<file path="config.mk">
export PLATFORM = sky130hd
export DESIGN_NAME = pmem_line_adapter
export DESIGN_NICKNAME = d
export VERILOG_FILES = /design/src/rtl/pmem_line_adapter_pkg.sv /design/src/rtl/pmem_line_adapter_line_buffer.sv /design/src/rtl/pmem_line_adapter.sv
export SDC_FILE = /design/constraint.sdc
export NUM_CORES = 1
export LEC_CHECK = 0
export CAP_MARGIN = 20
export CELL_PAD_IN_SITES_DETAIL_PLACEMENT = 0
export CELL_PAD_IN_SITES_GLOBAL_PLACEMENT = 2
export CORE_MARGIN = 3
export CORE_UTILIZATION = 32
export DETAILED_ROUTE_END_ITERATION = 10
export PLACE_DENSITY_LB_ADDON = 0.1
export SLEW_MARGIN = 25
export SYNTH_ARGS = -nofsm -noshare
export SYNTH_HDL_FRONTEND = slang
export SYNTH_SLANG_ARGS = --single-unit
</file>
<file path="constraint.sdc">
create_clock -name clk -period 3.4 [get_ports clk]
set_clock_uncertainty 0.05 [all_clocks]
set_input_delay 0.68 -clock clk [delete_from_list [all_inputs] [get_ports clk]]
set_output_delay 0.68 -clock clk [all_outputs]
set_load 0.02 [all_outputs]
</file>
<file path="src/rtl/pmem_line_adapter_pkg.sv">
// Shared types and 256-bit line half helpers for the pmem line adapter.
package pmem_line_adapter_pkg;

  typedef logic [15:0]  lc3b_word;
  typedef logic [127:0] lc3b_mem_data;
  typedef logic [255:0] lc3b_pmem_data;
  typedef logic [10:0]  lc3b_pmem_tag;

  typedef enum logic [1:0] {
    IDLE  = 2'd0,
    FETCH = 2'd1,
    WRITE = 2'd2,
    RESP  = 2'd3
  } lc3b_pla_state;

  function automatic lc3b_mem_data get_half(input lc3b_pmem_data line, input logic h);
    lc3b_mem_data r;
    if (h) begin
      r = line[255:128];
    end else begin
      r = line[127:0];
    end
    return r;
  endfunction

  function automatic lc3b_pmem_data put_half(input lc3b_pmem_data line, input logic h,
                                             input lc3b_mem_data d);
    lc3b_pmem_data r;
    r = line;
    if (h) begin
      r[255:128] = d;
    end else begin
      r[127:0] = d;
    end
    return r;
  endfunction

endpackage

</file>
<file path="src/rtl/pmem_line_adapter_line_buffer.sv">
// One-entry 256-bit line buffer: valid/tag/data with hit compare, half read and half merge.
module pmem_line_buffer
  import pmem_line_adapter_pkg::*;
(
  input  logic          clk,
  input  logic          rst_n,
  input  lc3b_pmem_tag  query_tag,
  input  logic          query_half,
  output logic          hit,
  output lc3b_mem_data  rd_half,
  input  logic          load,
  input  lc3b_pmem_tag  load_tag,
  input  lc3b_pmem_data load_data,
  input  logic          merge,
  input  logic          merge_half,
  input  lc3b_mem_data  merge_data,
  input  logic          invalidate,
  output lc3b_pmem_data line
);

  logic          valid_q, valid_d;
  lc3b_pmem_tag  tag_q, tag_d;
  lc3b_pmem_data data_q, data_d;
  lc3b_pmem_data base_s;

  // A merge on the same edge as a load applies on top of the freshly loaded line.
  always_comb begin
    base_s  = load ? load_data : data_q;
    data_d  = merge ? put_half(base_s, merge_half, merge_data) : base_s;
    tag_d   = load ? load_tag : tag_q;
    valid_d = invalidate ? 1'b0 : (load ? 1'b1 : valid_q);
  end

  // Buffer state registers.
  always_ff @(posedge clk or negedge rst_n) begin
    if (!rst_n) begin
      valid_q <= 1'b0;
      tag_q   <= 11'd0;
      data_q  <= 256'd0;
    end else begin
      valid_q <= valid_d;
      tag_q   <= tag_d;
      data_q  <= data_d;
    end
  end

  assign hit     = valid_q && (tag_q == query_tag);
  assign rd_half = get_half(data_q, query_half);
  assign line    = data_q;

endmodule

</file>
<file path="src/rtl/pmem_line_adapter.sv">
// Bridges 128-bit cache-line requests to 256-bit physical memory lines through a
// one-entry line buffer; writes are read-modify-write and written through.
module pmem_line_adapter
  import pmem_line_adapter_pkg::*;
#(
  parameter bit BUFFER_ENABLE = 1'b1
) (
  input  logic          clk,
  input  logic          rst_n,
  input  lc3b_word      mem_address,
  input  logic          mem_read,
  input  logic          mem_write,
  input  lc3b_mem_data  mem_wdata,
  output lc3b_mem_data  mem_rdata,
  output logic          mem_resp,
  output lc3b_word      pmem_address,
  output logic          pmem_read,
  output logic          pmem_write,
  output lc3b_pmem_data pmem_wdata,
  input  lc3b_pmem_data pmem_rdata,
  input  logic          pmem_resp
);

  lc3b_pla_state state_q, state_d;
  logic [11:0]   addr_q, addr_d;
  logic          wr_q, wr_d;
  lc3b_mem_data  wdata_q, wdata_d;
  lc3b_mem_data  rdata_q, rdata_d;
  lc3b_word      paddr_q, paddr_d;

  logic          hit_s, load_s, merge_s, merge_half_s, invalidate_s;
  lc3b_mem_data  rd_half_s, merge_data_s;
  lc3b_pmem_data line_s;
  logic          unused_addr_s;

  assign unused_addr_s = ^mem_address[3:0];

  // Request decode and state sequencing; the live address only matters in IDLE.
  always_comb begin
    state_d      = state_q;
    addr_d       = addr_q;
    wr_d         = wr_q;
    wdata_d      = wdata_q;
    rdata_d      = rdata_q;
    paddr_d      = paddr_q;
    load_s       = 1'b0;
    merge_s      = 1'b0;
    merge_half_s = addr_q[0];
    merge_data_s = wdata_q;
    case (state_q)
      IDLE: begin
        if (mem_read || mem_write) begin
          addr_d  = mem_address[15:4];
          wr_d    = mem_write;
          wdata_d = mem_wdata;
          paddr_d = {mem_address[15:5], 5'b0};
          if (!hit_s) begin
            state_d = FETCH;
          end else if (mem_write) begin
            merge_s      = 1'b1;
            merge_half_s = mem_address[4];
            merge_data_s = mem_wdata;
            state_d      = WRITE;
          end else begin
            rdata_d = rd_half_s;
            state_d = RESP;
          end
        end else begin
          state_d = IDLE;
        end
      end
      FETCH: begin
        if (!pmem_resp) begin
          state_d = FETCH;
        end else if (wr_q) begin
          load_s  = 1'b1;
          merge_s = 1'b1;
          state_d = WRITE;
        end else begin
          load_s  = 1'b1;
          rdata_d = get_half(pmem_rdata, addr_q[0]);
          state_d = RESP;
        end
      end
      WRITE:   state_d = pmem_resp ? RESP : WRITE;
      RESP:    state_d = IDLE;
      default: state_d = IDLE;
    endcase
  end

  // With the buffer disabled, a fetched line still carries the write merge but never becomes valid.
  assign invalidate_s = load_s & ~BUFFER_ENABLE;

  pmem_line_buffer u_line_buffer (
    .clk        (clk),
    .rst_n      (rst_n),
    .query_tag  (mem_address[15:5]),
    .query_half (mem_address[4]),
    .hit        (hit_s),
    .rd_half    (rd_half_s),
    .load       (load_s),
    .load_tag   (addr_q[11:1]),
    .load_data  (pmem_rdata),
    .merge      (merge_s),
    .merge_half (merge_half_s),
    .merge_data (merge_data_s),
    .invalidate (invalidate_s),
    .line       (line_s)
  );

  // FSM and latched request registers.
  always_ff @(posedge clk or negedge rst_n) begin
    if (!rst_n) begin
      state_q <= IDLE;
      addr_q  <= 12'd0;
      wr_q    <= 1'b0;
      wdata_q <= 128'd0;
      rdata_q <= 128'd0;
      paddr_q <= 16'd0;
    end else begin
      state_q <= state_d;
      addr_q  <= addr_d;
      wr_q    <= wr_d;
      wdata_q <= wdata_d;
      rdata_q <= rdata_d;
      paddr_q <= paddr_d;
    end
  end

  assign mem_resp     = (state_q == RESP);
  assign pmem_read    = (state_q == FETCH);
  assign pmem_write   = (state_q == WRITE);
  assign mem_rdata    = rdata_q;
  assign pmem_address = paddr_q;
  assign pmem_wdata   = line_s;

endmodule

</file>
==> results of run 1 <==
critical path, delay by kind of cell, from the launching register on:
| kind | cells | cell delay (ns) |
|---|---|---|
| and+or+nand+nor | 1 | 0.33 |
| buffers and inverters | 1 | 0.77 |
| DFF | 1 | 0.54 |
stage by stage:
stage               worst slack, ns  hold slack (ns)  instances
detailed placement            0.275            0.434       5408
floorplan                     0.909            0.334       3528
global route                  0.312            0.460       5537
CTS                           0.343            0.447       5525
global placement              0.325            0.430       5408
finish                        0.411            0.445       5542
power groups by stage:
stage                     sequential, mW  clock, mW  combinational, mW
after floorplan                     14.2          0               10.3
after global placement              12.5          0               21.8
after detailed placement            12.4          0               22.0
after CTS                           12.4       7.57               22.1
after global routing                12.8       7.82               23.8
final                               12.4       7.34               21.8
sequential cells by signal, indices dropped and copies added, names as in the netlist:
name	cells
addr_q	12
mem_rdata	128
state_q	2
u_line_buffer.line	256
u_line_buffer.tag_q	11
u_line_buffer.valid_q	1
wdata_q	128
wr_q	1
synth_stat cells, drive strengths merged:
master / n
o21ai: 258
and3b: 1
nor2: 4
a22oi: 1
or4: 1
a21oi: 131
xnor2: 11
nand2b: 2
nor4: 1
clkbuf: 220
a221o: 2
mux2: 128
o211ai: 128
nor2b: 130
o21a: 1
buf: 89
a211oi: 128
nand3b: 2
conb: 1
nand2: 1097
nand4: 7
mux2i: 638
and2: 1
nor3: 1
dfrtp: 539
nand4b: 2
cells by family (layout without fill, tap and decap cells):
group	count (synthesis)	count (layout)	synth area share (%)
muxes	766	766	24.7
and+or+nand+nor	1249	1249	16.0
buffers and inverters	309	1030	4.18
xor gates and xnor gates	11	11	0.304
AOI/OAI and AO/OA	649	649	12.3
DFF	539	539	42.5
other	1	22	0.0118
per-layer routing:
metal | part of all wire (%) | vias up | global-route usage [%]
met4 | 2.3 | 24 | 6.76
met3 | 6.3 | 158 | 6.10
met1 | 42 | 13700 | 31.3
met2 | 49 | 784 | 41.8
li1 | - | 13600 | -
met5 | 0.13 | - | 0
area by class of cell:
class	instances	area share (%)
multi-input combinational	2680	38.8
antenna	17	0.0973
timing repair buffer	914	21.6
clock buffer	111	4.89
sequential	539	30.9
tap	1276	3.65
clock inverter	5	0.114
worst max path at each step:
stage / end / slack (ns) / depth (start not counted) / startpoint
floorplan: u_line_buffer.line[108]$_DFF_PN0_ / 0.91 / 10 / mem_write
global placement: u_line_buffer.line[49]$_DFF_PN0_ / 0.32 / 8 / mem_address[11]
detailed placement: u_line_buffer.line[51]$_DFF_PN0_ / 0.27 / 8 / mem_address[11]
CTS: pmem_read / 0.34 / 2 / state_q[0]$_DFF_PN0_
global route: pmem_read / 0.31 / 2 / state_q[0]$_DFF_PN0_
finish: pmem_read / 0.41 / 2 / state_q[0]$_DFF_PN0_
repair_timing:
action,4_1_cts,5_1_grt
hold buffers,1,0
gates resized for setup,0,0
endpoints found under the hold margin,9,0
==> out/metrics.csv, run 1 <==
metric,value,unit
run status,finished clean,
PD cells,951,nW/um2
DRC errors left,0,
core area,97400,um2
worst hold endpoint,u_line_buffer.tag_q[4]$_DFFE_PN0P_,
top-area cell type share of the netlist area,42.5,%
DRT iter0 DRCs,1873,
post-synthesis register bit count,539,
Worst-path clk slew,0.06,ns
Final Cycle Share,87.9,%
Post-CTS Setup Inserts,0,
Power Total,41.6,mW
CTS root buf,clkbuf_16,
# IOs,808,
Tightest Pin Transition,0.854,ns
Psw,17.6,mW
layout cells sized above 1,8.19,%
"most common cell after layout, fill and taps aside",nand2_1,
YS warnings,0,
die footprint,103000,um2
Final Critical Period,2.99,ns
worst-path maximum fanout,9,
die extent in x,321,um
worst hold stages,2,
Worst R2R Start,state_q[1]$_DFF_PN0_,
post-route cell area,43700,um2
final hold vios,0,
Worst Hold Class,reg -> reg,
number of buffers created by CTS,70,
Final ANT Viol Nets,0,
sequential share of power,29.9,%
Peak Freq,0.335,GHz
CTS tree,yes,
H-Tree Depth,3,
initial antenna violation count,30,
slowest CP cell,clkdlybuf4s50_1,
area occupied by multi-input gates,17000,um2
"Worst Path Class, Setup",reg -> out,
1st-pass router iterations,5,
Avg WL per Cell,23.6,um
Worst R2R Path Depth,7,
Placed Area,41500,um2
Sink Count,539,
clock power share,17.6,%
reg2reg end,u_line_buffer.line[72]$_DFF_PN0_,
Final setup viols,0,
Slew headroom,43.0,%
sequential share of the synthesized area,42.5,%
maximum vdd drop,511,uV
# fillers,9449,
Leak Pwr,20.7,nW
largest net degree at the start of global routing,123,
Hold Path Origin,u_line_buffer.tag_q[4]$_DFFE_PN0P_,
die height,321,um
Final Max Tran Viols,0,
DRT Wirelength,131,mm
max cap viols,0,
Synth area leaders,"dfrtp_1 (43%), mux2i_1 (20%), nand2_1 (13%), mux2_2 (4.5%), o21ai_0 (3.3%)",
HPWL after DPL,91.8,mm
Via density,5.09,
P_int,23.9,mW
maximum root-to-sink buffer count,3,
Seq. cell area,13500,um2
crit-path cells,nor2b_4 > clkdlybuf4s50_1,
Via Count,28200,
Worst-Skew Late Latency,0.61,ns
gr usage total,24.7,%
Syn Std Cell Area,31700,um2
Total Nets Final,4610,
initial core utilization,32.6,%
fin util,44.9,%
crit path DAT,2.26,ns
crit start category,register,
Port Buf Inserts,798,
FP Rows,114,
area grow syn2layout,37.8,%
post-synthesis cell type count,31,
Setup TNS,0,ns
Synth area leader,dfrtp_1,
crit end category,output port,
post-synthesis instance total,3524,
sw frac,42.4,%
Mean Syn Cell Area,9.00,um2
"commonest non-fill, non-tap cells in the layout","nand2_1 (1097), clkdlybuf4s50_1 (796), mux2i_1 (638)",
global-route wire length before repair,193,mm
vias in the first global route,28200,
Overflow after GRT,0,
Critical Path RT,2.67,ns
Comb pwr share,52.5,%
max incr delay on CP,0.77,ns
worst reg2reg setup slack,0.96,ns
RSZ-0062 raised after global routing,false,
global placement routability congestion,0.798,
Note: power is estimated with default switching activity, not from simulation.
==> run 2: changes to the inputs <==
--- a/config.mk
+++ b/config.mk
@@ -9,7 +9,7 @@
 export CELL_PAD_IN_SITES_DETAIL_PLACEMENT = 0
 export CELL_PAD_IN_SITES_GLOBAL_PLACEMENT = 2
 export CORE_MARGIN = 3
-export CORE_UTILIZATION = 32
+export CORE_UTILIZATION = 30
 export DETAILED_ROUTE_END_ITERATION = 10
 export PLACE_DENSITY_LB_ADDON = 0.1
 export SLEW_MARGIN = 25
==> constraint.sdc (replaced) <==
create_clock -name clk -period 3.1 [get_ports clk]
set_clock_uncertainty 0.05 [all_clocks]
set_input_delay 0.62 -clock clk [delete_from_list [all_inputs] [get_ports clk]]
set_output_delay 0.62 -clock clk [all_outputs]
set_load 0.02 [all_outputs]
==> out/metrics.csv, run 2 (synthesis results as in run 1) <==
metric,value,unit,change
P_int,26.4,mW,+10%
sequential share of power,29.8,%,about the same
Port Buf Inserts,798,,unchanged
Worst-path clk slew,0.06,ns,about the same
CTS hold repair buffers,1,,unchanged
global placement routability congestion,0.800,,+0.18%
gr usage total,23.3,%,-1.4 points
vias in the first global route,28300,,+0.40%
Post-CTS Setup Inserts,0,,unchanged
Via Count,28200,,+0.011%
sw frac,42.4,%,about the same
area occupied by multi-input gates,17000,um2,unchanged
die footprint,110000,um2,+6.5%
Worst Hold Class,reg -> reg,,
Top Family by Delay on Critical Path,buffers and inverters,,
HPWL after DPL,92.0,mm,+0.23%
Final Max Tran Viols,0,,unchanged
Setup TNS,0,ns,unchanged
PostCTS Resize Cnt,0,,unchanged
crit end category,output port,,
largest net degree at the start of global routing,127,,+3.3%
max incr delay on CP,0.77,ns,about the same
clock power share,18.2,%,+0.6 points
Final setup viols,0,,unchanged
DRT Wirelength,132,mm,+1.1%
PD cells,1040,nW/um2,+9.3%
die extent in x,331,um,+3.2%
DRC errors left,0,,unchanged
slowest CP cell,clkdlybuf4s50_1,,
CTS root buf,clkbuf_16,,
Tightest Pin Transition,0.802,ns,-0.0525 ns
worst path bufs/invs,1,,unchanged
Via density,4.99,,-2.0%
worst-path maximum fanout,9,,unchanged
Leak Pwr,20.8,nW,+0.47%
Seq. cell area,13500,um2,unchanged
Power Total,45.8,mW,+10%
layout cells sized above 1,8.28,%,+0.088 points
RSZ-0062 raised after global routing,false,,
Final Cycle Share,96.1,%,
# IOs,808,,unchanged
Critical Path RT,2.43,ns,-0.24 ns
CTS tree,yes,,
global-route wire length before repair,193,mm,unchanged
H-Tree Depth,3,,unchanged
"commonest non-fill, non-tap cells in the layout","nand2_1 (1097), clkdlybuf4s50_1 (796), mux2i_1 (638)",,
crit path DAT,2.31,ns,+0.05 ns
"Worst Path Class, Setup",reg -> out,,
# fillers,10300,,+9.4%
maximum vdd drop,563,uV,+10%
Final Critical Period,2.98,ns,
crit-path cells,nor2b_4 > clkdlybuf4s50_1,,
initial core utilization,30.4,%,-2.1 points
Worst-Skew Late Latency,0.62,ns,about the same
number of buffers created by CTS,71,,+1.4%
1st-pass router iterations,5,,unchanged
initial antenna violation count,37,,+23%
final hold vios,0,,unchanged
Peak Freq,0.336,GHz,
max cap viols,0,,unchanged
die height,331,um,+3.2%
area grow syn2layout,39.0,%,
Psw,19.4,mW,+10%
maximum root-to-sink buffer count,3,,unchanged
Sink Count,539,,unchanged
run status,finished clean,,
Total Nets Final,4603,,-0.15%
Overflow after GRT,0,,unchanged
core area,104000,um2,+7.0%
crit start category,register,,
Slew headroom,46.5,%,+3.5 points
number of flip-flops in the largest register,256,,unchanged
Final ANT Viol Nets,0,,unchanged
FP Rows,118,,+3.5%
Comb pwr share,52.0,%,-0.5 points
"most common cell after layout, fill and taps aside",nand2_1,,
DRT iter0 DRCs,1542,,-18%
Avg WL per Cell,23.3,um,-0.97%
==> run 2: power by group through the flow <==
stage	Sequential (mW)	Combinational (mW)	Clock, mW
floorplan	15.6	11.3	0
finish	13.7	23.8	8.32
CTS	13.7	24.2	8.63
detailed placement	13.7	24.1	0
global placement	13.8	23.8	0
global route	14.1	26.1	8.90
==> run 2: per-layer routing <==
layer	share of wire, %	up-vias	global-route usage [%]
met5	0.12	-	0
met2	49	752	39.4
met4	3.1	22	8.45
met3	6.4	169	5.73
li1	-	13600	-
met1	42	13700	28.7
==> run 2: cell type report <==
type                    instances  share of cell area, %
multi-input cells            2680                   38.5
flip-flops and latches        539                   30.6
repair buffers                906                   21.6
clock buffers                 116                   5.08
well taps                    1380                   3.91
clock inverters                11                  0.156
diodes                         26                  0.148
==> run 2: worst register-to-register path, stage by stage, from the launching register on <==
cell      delay (ns)
dfrtp_1         0.49
nor2_4          0.25
nand2_1         0.13
or4_4           0.63
buf_12          0.22
o211ai_1        0.45
o21ai_0         0.14
==> run 2: path summary, 6_finish.rpt <==
check	startpoint	endpoint	slack [ns]	depth (start not counted)
min	u_line_buffer.tag_q[2]$_DFFE_PN0P_	u_line_buffer.tag_q[2]$_DFFE_PN0P_	0.45	2
max reg2reg	state_q[1]$_DFF_PN0_	u_line_buffer.line[61]$_DFF_PN0_	0.58	6
min in group asynchronous	rst_n	mem_rdata[22]$_DFFE_PN0P_	0.46	2
min reg2reg	u_line_buffer.tag_q[2]$_DFFE_PN0P_	u_line_buffer.tag_q[2]$_DFFE_PN0P_	0.45	2
max in group asynchronous	rst_n	wdata_q[109]$_DFFE_PN0P_	1.49	4
max	state_q[0]$_DFF_PN0_	pmem_read	0.12	2
==> run 2: metrics by stage <==
step	utilization, %	setup slack, ns	std cells	cell area, um2	hold WS (ns)
after floorplan	-	0.669	3528	31700	0.274
after global placement	40.0	0.0892	5504	41700	0.429
after detailed placement	40.0	0.0667	5504	41700	0.428
after CTS	42.3	0.0116	5632	44000	0.443
after global routing	42.3	0.0301	5649	44100	0.455
final	42.3	0.121	5658	44100	0.447
==> run 3: changes to the inputs <==
--- a/config.mk
+++ b/config.mk
@@ -6,11 +6,11 @@
 export NUM_CORES = 1
 export LEC_CHECK = 0
 export CAP_MARGIN = 20
-export CELL_PAD_IN_SITES_DETAIL_PLACEMENT = 0
-export CELL_PAD_IN_SITES_GLOBAL_PLACEMENT = 2
-export CORE_MARGIN = 3
-export CORE_UTILIZATION = 30
+export CELL_PAD_IN_SITES_DETAIL_PLACEMENT = 1
+export CELL_PAD_IN_SITES_GLOBAL_PLACEMENT = 1
+export CORE_AREA = 3 3 315 317
 export DETAILED_ROUTE_END_ITERATION = 10
+export DIE_AREA = 0 0 318 320
 export PLACE_DENSITY_LB_ADDON = 0.1
 export SLEW_MARGIN = 25
 export SYNTH_ARGS = -nofsm -noshare
==> out/metrics.csv, run 3 (synthesis results as in run 1) <==
metric,value,unit,change
vias in the first global route,30600,,+8.1%
CTS tree,yes,,
Top Family by Delay on Critical Path,buffers and inverters,,
Via density,5.24,,+5.0%
Port Buf Inserts,798,,unchanged
worst path bufs/invs,1,,unchanged
Final Cycle Share,93.1,%,-3.0 points
initial core utilization,32.9,%,+2.4 points
global-route wire length before repair,203,mm,+4.8%
"commonest non-fill, non-tap cells in the layout","nand2_1 (1097), clkdlybuf4s50_1 (796), mux2i_1 (638)",,
die height,320,um,-3.4%
crit start category,register,,
largest net degree at the start of global routing,104,,-18%
global placement routability congestion,0.822,,+2.8%
Worst-Skew Late Latency,0.62,ns,about the same
CTS hold repair buffers,1,,unchanged
Final Max Tran Viols,0,,unchanged
CP Launch Point,state_q[0]$_DFF_PN0_,,
Via Count,29200,,+3.3%
fin util,45.7,%,+3.4 points
Peak Freq,0.346,GHz,+3.2%
maximum vdd drop,421,uV,-25%
Final ANT Viol Nets,0,,unchanged
max cap viols,0,,unchanged
die footprint,102000,um2,-7.2%
hold_ws,0.410,ns,-0.0374 ns
PostCTS Resize Cnt,0,,unchanged
initial antenna violation count,35,,-5.4%
DRC errors left,0,,unchanged
worst reg2reg setup slack,0.69,ns,+0.11 ns
crit path DAT,2.22,ns,-0.09 ns
number of buffers created by CTS,71,,unchanged
maximum root-to-sink buffer count,3,,unchanged
Sink Count,539,,unchanged
Overflow after GRT,0,,unchanged
Tightest Pin Transition,0.685,ns,-0.117 ns
worst-path maximum fanout,9,,unchanged
Worst R2R Path Depth,7,,+1
core area,96600,um2,-7.4%
reg2reg end,u_line_buffer.line[8]$_DFF_PN0_,,
Total Nets Final,4612,,+0.20%
1st-pass router iterations,5,,unchanged
Final setup viols,0,,unchanged
# IOs,808,,unchanged
run status,finished clean,,
H-Tree Depth,3,,unchanged
final hold vios,0,,unchanged
gr usage total,25.8,%,+2.5 points
Worst Hold Class,in -> async,,
RSZ-0062 raised after global routing,false,,
number of flip-flops in the largest register,256,,unchanged
area grow syn2layout,39.1,%,about the same
"most common cell after layout, fill and taps aside",nand2_1,,
Critical Path RT,2.43,ns,about the same
crit end category,output port,,
DRT Wirelength,134,mm,+1.9%
Leak Pwr,20.9,nW,+0.42%
slowest CP cell,clkdlybuf4s50_1,,
Power Total,46.4,mW,+1.2%
Post-CTS Setup Inserts,0,,unchanged
FP Rows,114,,-3.4%
die extent in x,318,um,-4.0%
Worst-path clk slew,0.06,ns,about the same
layout cells sized above 1,8.65,%,+0.37 points
CP Capture Point,pmem_read,,
Final Critical Period,2.89,ns,-0.0926 ns
max incr delay on CP,0.71,ns,-0.06 ns
HPWL after DPL,95.8,mm,+4.1%
Slew headroom,54.3,%,+7.8 points
PD cells,1050,nW/um2,+1.2%
Avg WL per Cell,24.2,um,+3.5%
crit-path cells,nor2b_4 > clkdlybuf4s50_1,,
"Worst Path Class, Setup",reg -> out,,
DRT iter0 DRCs,1409,,-8.6%
Setup TNS,0,ns,unchanged
CTS root buf,clkbuf_16,,
Worst R2R Start,state_q[1]$_DFF_PN0_,,
CP Depth,2,,unchanged
run 3: per-stage QoR:
step	cells	setup slack [ns]	area, um2
finish	5568	0.214	44100
CTS	5541	0.138	44000
floorplan	3528	0.669	31700
global placement	5409	0.128	41600
global route	5561	0.143	44100
detailed placement	5409	0.102	41600
run 3: worst register-to-register path, delay by kind of cell (launching register included):
family / cells / cell delay (ns)
flops: 1 / 0.50
buf+inv: 2 / 0.51
simple gates: 3 / 0.99
compound gates: 2 / 0.21
run 3: power breakdown:
| part | internal [mW] | switching, mW | leakage, nW |
|---|---|---|---|
| clock network | 5.08 | 3.40 | 1.19 |
| logic | 11.0 | 13.2 | 13.1 |
| registers | 10.5 | 3.13 | 6.58 |
run 3: cell type report:
cell class,instances,area [um2]
sequential,539,13500
antenna,27,67.6
fill,11000,52500
tap,1276,1600
timing repair buffer,915,9600
clock buffer,115,2270
multi-input combinational,2680,17000
clock inverter,16,116
run 3: worst min path at each step:
stage                                startpoint                            endpoint  slack [ns]  depth (start not counted)
after floorplan                           rst_n               addr_q[0]$_DFFE_PN0P_        0.27                          0
after global placement    addr_q[3]$_DFFE_PN0P_  u_line_buffer.tag_q[2]$_DFFE_PN0P_        0.43                          2
after detailed placement  addr_q[8]$_DFFE_PN0P_  u_line_buffer.tag_q[7]$_DFFE_PN0P_        0.43                          2
after CTS                                 rst_n   u_line_buffer.line[141]$_DFF_PN0_        0.37                          2
after global routing                      rst_n    u_line_buffer.line[12]$_DFF_PN0_        0.41                          2
final                                     rst_n    u_line_buffer.line[12]$_DFF_PN0_        0.41                          2
run 3: layer usage:
metal  global-route usage [%]  wire [um]  vias to the layer above
met5                        0        120                        -
met4                     10.5       4840                       16
met3                     5.59       7060                      192
met2                     44.6      67400                      712
met1                     31.0      55000                    14600
li1                         -          -                    13600
